**src/rtl/ripple_count_ctrl_if.sv**
```systemverilog
// Result port of the ripple counter sequencer.
// Purpose : carries one captured count from the sequencer to the readout
//           logic with a valid/ready handshake.
// Signals : res_valid    - result available (driven by master)
//           res_ready    - consumer accepts result (driven by slave)
//           res_count    - captured count, stable while res_valid=1
//           res_overflow - counter wrapped at least once during the measurement
interface ripple_count_ctrl_if #(
    parameter int WIDTH = 4
);
    logic             res_valid;
    logic             res_ready;
    logic [WIDTH-1:0] res_count;
    logic             res_overflow;

    modport master (
        output res_valid,
        output res_count,
        output res_overflow,
        input  res_ready
    );

    modport slave (
        input  res_valid,
        input  res_count,
        input  res_overflow,
        output res_ready
    );
endinterface

```
**src/rtl/ripple_count_ctrl.sv**
```systemverilog
// Sequencer for an external asynchronous ripple counter.
// Purpose : holds the counter in reset while idle; on start releases reset,
//           opens the event gate for a programmable number of clk cycles,
//           waits for the ripple to settle, then captures a stable count
//           through a 2-FF synchronizer and offers it on the result port.
// Ports   : clk      - system clock, rising edge
//           reset    - asynchronous, active-high
//           start    - request a measurement (accepted only when idle)
//           window   - gate length in clk cycles, latched on accepted start
//           ctr_rst  - registered, async reset of the ripple counter
//           ctr_gate - registered, enables the event clock into the counter
//           ctr_q    - ripple counter outputs, asynchronous to clk
//           busy     - high in any state other than IDLE
//           res      - result port (valid/ready, count, overflow)
//
// state   | meaning
// --------+--------------------------------------------------------------
// IDLE    | counter held in reset, waiting for start
// RELEASE | counter reset released, recovery time before the gate opens
// GATE    | event gate open for win_r cycles
// SETTLE  | gate closed, letting the ripple chain settle
// CAPTURE | sampling synchronized count until two consecutive samples agree
// HOLD    | result offered, waiting for res_ready
module ripple_count_ctrl #(
    parameter int WIDTH         = 4,
    parameter int WINDOW_W      = 16,
    parameter int REL_CYCLES    = 2,
    parameter int SETTLE_CYCLES = 4
) (
    input  logic                clk,
    input  logic                reset,
    input  logic                start,
    input  logic [WINDOW_W-1:0] window,
    output logic                ctr_rst,
    output logic                ctr_gate,
    input  logic [WIDTH-1:0]    ctr_q,
    output logic                busy,
    ripple_count_ctrl_if.master res
);

    // Shared down-counter must hold the window as well as both fixed delays.
    localparam int CNT_W = (WINDOW_W > 16) ? WINDOW_W : 16;

    typedef enum logic [2:0] {
        IDLE,
        RELEASE,
        GATE,
        SETTLE,
        CAPTURE,
        HOLD
    } state_t;

    state_t              state_q, state_d;
    logic [CNT_W-1:0]    cnt_q, cnt_d;
    logic [WINDOW_W-1:0] win_q, win_d;
    logic                accept;
    logic                capture_done;

    logic [WIDTH-1:0]    sync1_q, sync2_q;
    logic [WIDTH-1:0]    samp_cur_q, samp_prev_q;
    logic [1:0]          samp_num_q;
    logic                msb_prev_q;
    logic                ovf_q;
    logic [WIDTH-1:0]    count_q;

    always_comb begin
        state_d      = state_q;
        cnt_d        = cnt_q;
        win_d        = win_q;
        accept       = 1'b0;
        capture_done = 1'b0;
        case (state_q)
            IDLE: begin
                if (start) begin
                    accept  = 1'b1;
                    win_d   = window;
                    cnt_d   = CNT_W'(REL_CYCLES - 1);
                    state_d = RELEASE;
                end
            end
            RELEASE: begin
                if (cnt_q == '0) begin
                    if (win_q == '0) begin
                        cnt_d   = CNT_W'(SETTLE_CYCLES - 1);
                        state_d = SETTLE;
                    end else begin
                        cnt_d   = CNT_W'(win_q) - CNT_W'(1);
                        state_d = GATE;
                    end
                end else begin
                    cnt_d = cnt_q - CNT_W'(1);
                end
            end
            GATE: begin
                if (cnt_q == '0) begin
                    cnt_d   = CNT_W'(SETTLE_CYCLES - 1);
                    state_d = SETTLE;
                end else begin
                    cnt_d = cnt_q - CNT_W'(1);
                end
            end
            SETTLE: begin
                if (cnt_q == '0) begin
                    state_d = CAPTURE;
                end else begin
                    cnt_d = cnt_q - CNT_W'(1);
                end
            end
            CAPTURE: begin
                // Two samples must be in hand before they can be compared.
                if (samp_num_q == 2'd2 && samp_cur_q == samp_prev_q) begin
                    capture_done = 1'b1;
                    state_d      = HOLD;
                end
            end
            HOLD: begin
                if (res.res_ready) begin
                    state_d = IDLE;
                end
            end
            default: state_d = IDLE;
        endcase
    end

    always_ff @(posedge clk or posedge reset) begin
        if (reset) begin
            state_q     <= IDLE;
            cnt_q       <= '0;
            win_q       <= '0;
            ctr_rst     <= 1'b1;
            ctr_gate    <= 1'b0;
            busy        <= 1'b0;
            res.res_valid <= 1'b0;
        end else begin
            state_q     <= state_d;
            cnt_q       <= cnt_d;
            win_q       <= win_d;
            // Outputs are decoded from the next state so they change together with it.
            ctr_rst     <= (state_d == IDLE);
            ctr_gate    <= (state_d == GATE);
            busy        <= (state_d != IDLE);
            res.res_valid <= (state_d == HOLD);
        end
    end

    always_ff @(posedge clk or posedge reset) begin
        if (reset) begin
            sync1_q     <= '0;
            sync2_q     <= '0;
            samp_cur_q  <= '0;
            samp_prev_q <= '0;
            samp_num_q  <= '0;
            msb_prev_q  <= 1'b0;
            ovf_q       <= 1'b0;
            count_q     <= '0;
        end else begin
            sync1_q    <= ctr_q;
            sync2_q    <= sync1_q;
            msb_prev_q <= sync2_q[WIDTH-1];

            if (state_q == CAPTURE) begin
                samp_cur_q  <= sync2_q;
                samp_prev_q <= samp_cur_q;
                if (samp_num_q != 2'd2) begin
                    samp_num_q <= samp_num_q + 2'd1;
                end
            end else begin
                samp_num_q <= '0;
            end

            // A falling MSB while counting means the counter wrapped.
            if (accept) begin
                ovf_q <= 1'b0;
            end else if ((state_q == GATE || state_q == SETTLE) &&
                         msb_prev_q && !sync2_q[WIDTH-1]) begin
                ovf_q <= 1'b1;
            end

            if (capture_done) begin
                count_q <= samp_cur_q;
            end
        end
    end

    assign res.res_count    = count_q;
    assign res.res_overflow = ovf_q;

endmodule
```
**src/flat_wrapper.sv**
```systemverilog
// flat-port wrapper written by rule: the top's interface ports become plain ports
module ripple_count_ctrl_flat 
#(
    parameter int WIDTH         = 4,
    parameter int WINDOW_W      = 16,
    parameter int REL_CYCLES    = 2,
    parameter int SETTLE_CYCLES = 4
)
  (clk, reset, start, window, ctr_rst, ctr_gate, ctr_q, busy, res_res_valid, res_res_count, res_res_overflow, res_res_ready);
  ripple_count_ctrl_if #(.WIDTH(WIDTH)) res_i ();
  input  logic clk;
  input  logic reset;
  input  logic start;
  input  logic [WINDOW_W-1:0] window;
  output logic ctr_rst;
  output logic ctr_gate;
  input  logic [WIDTH-1:0] ctr_q;
  output logic busy;
  output wire logic [$bits(res_i.res_valid)-1:0] res_res_valid;
  output wire logic [$bits(res_i.res_count)-1:0] res_res_count;
  output wire logic [$bits(res_i.res_overflow)-1:0] res_res_overflow;
  input wire logic [$bits(res_i.res_ready)-1:0] res_res_ready;
  assign res_res_valid = res_i.res_valid;
  assign res_res_count = res_i.res_count;
  assign res_res_overflow = res_i.res_overflow;
  assign res_i.res_ready = res_res_ready;
  ripple_count_ctrl #(.WIDTH(WIDTH), .WINDOW_W(WINDOW_W), .REL_CYCLES(REL_CYCLES), .SETTLE_CYCLES(SETTLE_CYCLES)) u_core (.clk(clk), .reset(reset), .start(start), .window(window), .ctr_rst(ctr_rst), .ctr_gate(ctr_gate), .ctr_q(ctr_q), .busy(busy), .res(res_i));
endmodule
```
**config.mk**
```make
export PLATFORM = sky130hd
export DESIGN_NAME = ripple_count_ctrl_flat
export DESIGN_NICKNAME = d
export VERILOG_FILES = /design/src/rtl/ripple_count_ctrl_if.sv /design/src/rtl/ripple_count_ctrl.sv /design/src/flat_wrapper.sv
export SDC_FILE = /design/constraint.sdc
export NUM_CORES = 1
export LEC_CHECK = 0
export CAP_MARGIN = 5
export CELL_PAD_IN_SITES_DETAIL_PLACEMENT = 1
export CELL_PAD_IN_SITES_GLOBAL_PLACEMENT = 1
export CORE_MARGIN = 4
export CORE_UTILIZATION = 41
export CTS_CLUSTER_SIZE = 30
export DETAILED_ROUTE_END_ITERATION = 16
export PLACE_DENSITY = 0.8
export RECOVER_POWER = 25
export SYNTH_ARGS = -nofsm -noshare
export SYNTH_HDL_FRONTEND = slang
export SYNTH_SLANG_ARGS = --single-unit
```
**constraint.sdc**
```tcl
create_clock -name clk -period 2.2 [get_ports clk]
set_input_delay 0.44 -clock clk [delete_from_list [all_inputs] [get_ports clk]]
set_output_delay 0.44 -clock clk [all_outputs]
set_load 0.01 [all_outputs]
```
# Yosys cells after proc, flatten, opt, wreduce, memory -nomap -nowiden
# Cells that the tools add are included.
[word_totals]
register_bits = 63
[classes]
mux = 22
n_reduce_logical = 14
eq_ne = 13
n_addsub = 3
[ops]
columns = ["op", "n"]
rows = [
  ["16-bit 2-to-1 mux", 5],
  ["16-bit case mux with 4 select lines", 1],
  ["16-bit zero test", 2],
  ["16-bit by 1-bit subtractor with 16-bit output, second input constant", 2],
  ["3-bit 2-to-1 mux", 6],
  ["3-bit case mux with 6 select lines", 1],
  ["3-bit by 2-bit equality test with 1-bit output, second input constant", 3],
  ["3-bit equality test, second input constant", 3],
  ["2-bit inequality test, second input constant", 4],
  ["1-bit 2-to-1 mux", 7],
  ["3-bit zero test", 2],
  ["4-bit equality test", 1],
  ["2-bit 2-to-1 mux", 2],
  ["4-bit nonzero test", 1],
  ["3-bit by 1-bit equality test with 1-bit output, second input constant", 1],
  ["1-bit logical AND", 3],
  ["3-bit AND reduction", 1],
  ["3-bit nonzero test", 1],
  ["2-bit by 1-bit adder with 2-bit output, second input constant", 1],
  ["2-bit equality test, second input constant", 1],
  ["2-bit AND reduction", 1],
  ["2-bit nonzero test", 1],
  ["1-bit zero test", 1],
  ["1-bit logical OR", 1],
]

# Depth between registers and ports, before layout
[depth]
depth_word = 6
mapped_depth = 9

# Worst setup path before layout
# Ideal clock, no wire load.
[synth_path]
path_kind = "register -> register"
start = "register u_core.cnt_q[0]"
end = "register u_core.cnt_q[12]"
path_slack_ns = 0.016
path_stages_with_launch = 10
arrival_time_ns = 2.051
n_path_buf = 2
setup_time_ns = 0.134
path_cell_list = "dfrtp_1 inv_1 ha_1 or4b_2 nor4_4 buf_6 buf_8 nor3_1 o21ai_0 o211ai_1"
[synth_between]
elab_chain_len = 3
[synth_rtl]
columns = ["item", "line_no", "text"]
rows = [
  ["start: declaration", "ripple_count_ctrl.sv:54", "logic [CNT_W-1:0] cnt_q, cnt_d;"],
  ["start signal: assignment", "ripple_count_ctrl.sv:136", "cnt_q <= cnt_d;"],
  ["16-bit by 1-bit subtractor with 16-bit output or 16-bit zero test (tied branches)", "-", ""],
  ["16-bit 2-to-1 mux (tied with other cells)", "ripple_count_ctrl.sv:103", "if (cnt_q == '0) begin"],
  ["16-bit case mux with 4 select lines or 3-bit AND reduction (tied branches)", "-", ""],
]
# Parallel ways exist; a longest one is shown, timed or not. The select of a mux whose other input is x is not followed.
# A chain may end at the register's enable or synchronous reset.

# Worst setup path after layout
[layout_path]
start = "register u_core.cnt_q[0]"
end = "register u_core.cnt_q[3]"
# Same word-level chain as after synthesis.

==> impl_metrics.py <==
metrics = {
    "finish": {
        "mostFrequentLayoutCells": "62 x dfrtp_1, 38 x buf_4, 27 x clkdlybuf4s50_1",
        "layout_commonest_cell": "dfrtp_1",
        "synthToLayoutAreaGrowth_pct": 34.62,
        "postLayoutCellArea_mm2": 0.004354,
        "final_nets": 404,
        "multi_input_area_mm2": 0.001702,
        "drive_gt1_share_pct": 35.79,
        "register_area_mm2": 0.001578,
        "antenna_cells": 0,
        "nFillCells": 845,
    },
    "global_route": {
        "antenna_found_initial": 0,
        "grt-ovfl-total": 0,
        "grt_pass1_vias": 2899,
        "grt.total_usage_pct": 19.64,
        "grt_max_degree": 32,
        "grt_pass1_wl_um": 14860,
    },
    "sta": {
        "clock.fmax_ghz": 0.4280,
        "worstMarginPinSlew_ns": 0.8115,
        "setup_viol": 21,
        "fin_crit_sh_pct": 106.2,
        "fin_ws_ns": -0.1364,
        "final-max-slew-violation-count": 0,
        "skew_ns": 0.009037,
        "finalHoldViolCount": 0,
        "rsz0062_at_grt": "true",
        "min_period_ns": 2.336,
        "slew_headroom_pct": 45.90,
    },
    "clock_tree": {
        "cts_hold_buf": 0,
        "cts_buffers": 9,
        "tritoncts": "built",
        "cts_max_level": 3,
        "clkSlewWorstSetupHoldPaths_ns": 0.08,
        "cts-root-buf": "clkbuf_8",
        "clk_path_buf_depth": 2,
        "insertion_delay_ns": 0.35,
        "numClockSinks": 63,
    },
    "setup_path": {
        "path_cells": "inv_2 > ha_4 > or4b_4 > nor4_4 > buf_4 > nand2b_4 > o21ai_2 > a211o_1",
        "crit_family": "simple AND/OR/NAND/NOR gates",
        "cpPeakStageDelay_ns": 0.47,
        "cp_max_fo": 5,
        "slowest_stage": "or4b_4",
        "cp.arrival_ns": 2.57,
        "worstSetupPathType": "reg -> reg",
        "setup.worst_path.end_class": "register",
        "critPathBufInv": 2,
        "startpoint_type": "register",
        "required_ns": 2.43,
    },
    "power_and_ir_drop": {
        "power_density_mw_per_mm2": 1266,
        "finalPower_w": 0.005511,
        "cellLeakagePower_nw": 1.807,
        "vdd_drop_max_uv": 762.1,
    },
    "job": {
        "maxCapViolCount": 0,
    },
    "floorplanning": {
        "start_util_pct": 42.07,
        "floorplan.rows": 32,
        "core_mm2": 0.007687,
        "dieArea_mm2": 0.009374,
        "die_height_um": 96.82,
        "top_level_ports": 33,
        "die-width_um": 96.82,
    },
    "detailed_routing": {
        "drt_iter0_drc": 141,
        "num_vias": 2752,
        "dr.pass1.iters": 4,
        "drc": 0,
        "vias_per_cell": 5.710,
        "wire_per_inst_um": 20.08,
        "ant_nets": 0,
        "totalWireLength_um": 9677,
    },
    "yosys": {
        "yosys.area.top_type_share_pct": 47.97,
        "synth-seq-cells": 63,
        "yosys_warnings": 0,
        "yosysTopAreaCell": "dfrtp_1",
        "synth_cell_type_count": 54,
        "synth.avg_cell_area_um2": 10.89,
        "async_flop_share_pct": 100.0,
        "syn_area_mm2": 0.003234,
        "ys_seq_area_share_pct": 48.78,
        "netlist_instances": 297,
        "yosys-top-cells-area": "dfrtp_1 48%, mux2_2 9.1%, xnor2_1 3.0%",
        "synth_nets": 326,
        "synth_edf_count": 0,
        "synth_flop_cell": "dfrtp_1",
    },
    "outcome": {
        "status": "finished, violations left",
        "violations": "negative setup slack",
    },
    "placed_design": {
        "placed_area_mm2": 0.003945,
        "place.gp.congestion": 0.8872,
        "portBuffers": 32,
        "hpwl_um": 6082,
        "dp_slack_ns": -0.1894,
    },
    "min_path": {
        "min_path_type": "reg -> reg",
    },
}
-- where the power goes --
part | switching, W | leakage (nW) | internal [W]
clock | 0.000492 | 0.0894 | 0.000410
combinational | 0.00141 | 0.931 | 0.00128
sequential | 0.000379 | 0.786 | 0.00154
-- cells by family (layout without fill, tap and decap cells) --
logic type / count (synthesis) / after routing / share of synthesized area, %
and+or+nand+nor: 103 / 104 / 19.07
buffers and inverters: 25 / 106 / 4.023
AOI/OAI and AO/OA: 53 / 54 / 11.14
DFF: 63 / 63 / 48.78
adders and majority gates: 5 / 5 / 1.934
xor gates and xnor gates: 21 / 21 / 5.686
muxes: 27 / 27 / 9.362
-- sequential cells by signal, indices dropped and copies added, names as in the netlist, 2 cells and up --
register              count
u_core.res.res_count      4
u_core.win_q             16
u_core.sync1_q            4
u_core.cnt_q             16
u_core.sync2_q            4
u_core.samp_prev_q        4
u_core.samp_num_q         2
u_core.state_q            3
u_core.samp_cur_q         4
-- metrics by stage --
step / instances / setup TNS, ns / utilization [%] / hold slack (ns)
3_3_place_gp: 457 / -0.1884 / 51.32 / 0.3325
5_1_grt: 482 / -3.771 / 56.64 / 0.3651
4_1_cts: 475 / -0.1126 / 55.09 / 0.3569
6_report: 482 / -1.722 / 56.64 / 0.3529
3_5_place_dp: 457 / -2.342 / 51.32 / 0.3395
2_1_floorplan: 297 / 0 / - / 0.3312
-- cells in the mapped netlist, types with 2 or more instances --
cell type,count
a21oi_1,7
a31o_2,2
buf_2,5
buf_6,2
clkbuf_1,7
dfrtp_1,62
ha_1,5
inv_1,9
mux2_2,26
nand2_1,16
nand2b_1,2
nand3_1,2
nand3b_1,3
nor2_1,20
nor2b_1,3
nor3_1,16
nor3b_1,4
nor4_1,9
nor4_2,2
nor4b_1,3
o211ai_1,8
o21ai_0,17
o21ai_1,3
o221ai_1,3
o31ai_1,2
or2_2,3
or3_1,4
or4_1,6
or4_4,2
xnor2_1,11
xor2_1,10
-- worst paths after layout --
path | cells after the start | endpoint | startpoint | slack (ns)
worst min register to register | 0 | u_core.sync2_q[1] | u_core.sync1_q[1] | 0.35
worst min-delay path | 0 | u_core.sync2_q[1] | u_core.sync1_q[1] | 0.35
worst max register to register | 8 | u_core.cnt_q[3] | u_core.cnt_q[0] | -0.14
min in group asynchronous | 2 | u_core.samp_prev_q[2] | reset | 0.63
max in group asynchronous | 3 | u_core.cnt_q[8] | reset | 0.35
worst max-delay path | 8 | u_core.cnt_q[3] | u_core.cnt_q[0] | -0.14
-- metal layers --
| metal | GRT usage, % | vias up | part of all wire [%] |
|---|---|---|---|
| met4 | 9.071 | 0 | 2.7 |
| met3 | 4.542 | 23 | 5.1 |
| met5 | 0 | - | 0 |
| li1 | - | 1239 | - |
| met2 | 31.16 | 74 | 50 |
| met1 | 25.46 | 1416 | 42 |
-- worst register-to-register path, stage by stage (launching register included) --
cell and delay, ns:
dfrtp_1 0.40, inv_2 0.09, ha_4 0.13, or4b_4 0.47, nor4_4 0.41, buf_4 0.22
nand2b_4 0.15, o21ai_2 0.06, a211o_1 0.30
-- what timing repair did --
item,CTS,global route
setup endpoints to repair,20,20
pin swaps,11,20
setup buffers,2,5
cloned,0,2
gates resized for setup,32,19
-- final cells by class --
class	instances	area share (%)
inverter	9	0.7759
tap	102	2.931
clock buffer	9	2.845
multi-input combinational	211	39.08
sequential	63	36.24
timing repair buffer	81	17.01
clock inverter	7	1.121
Power figures use the tool's default switching activity.
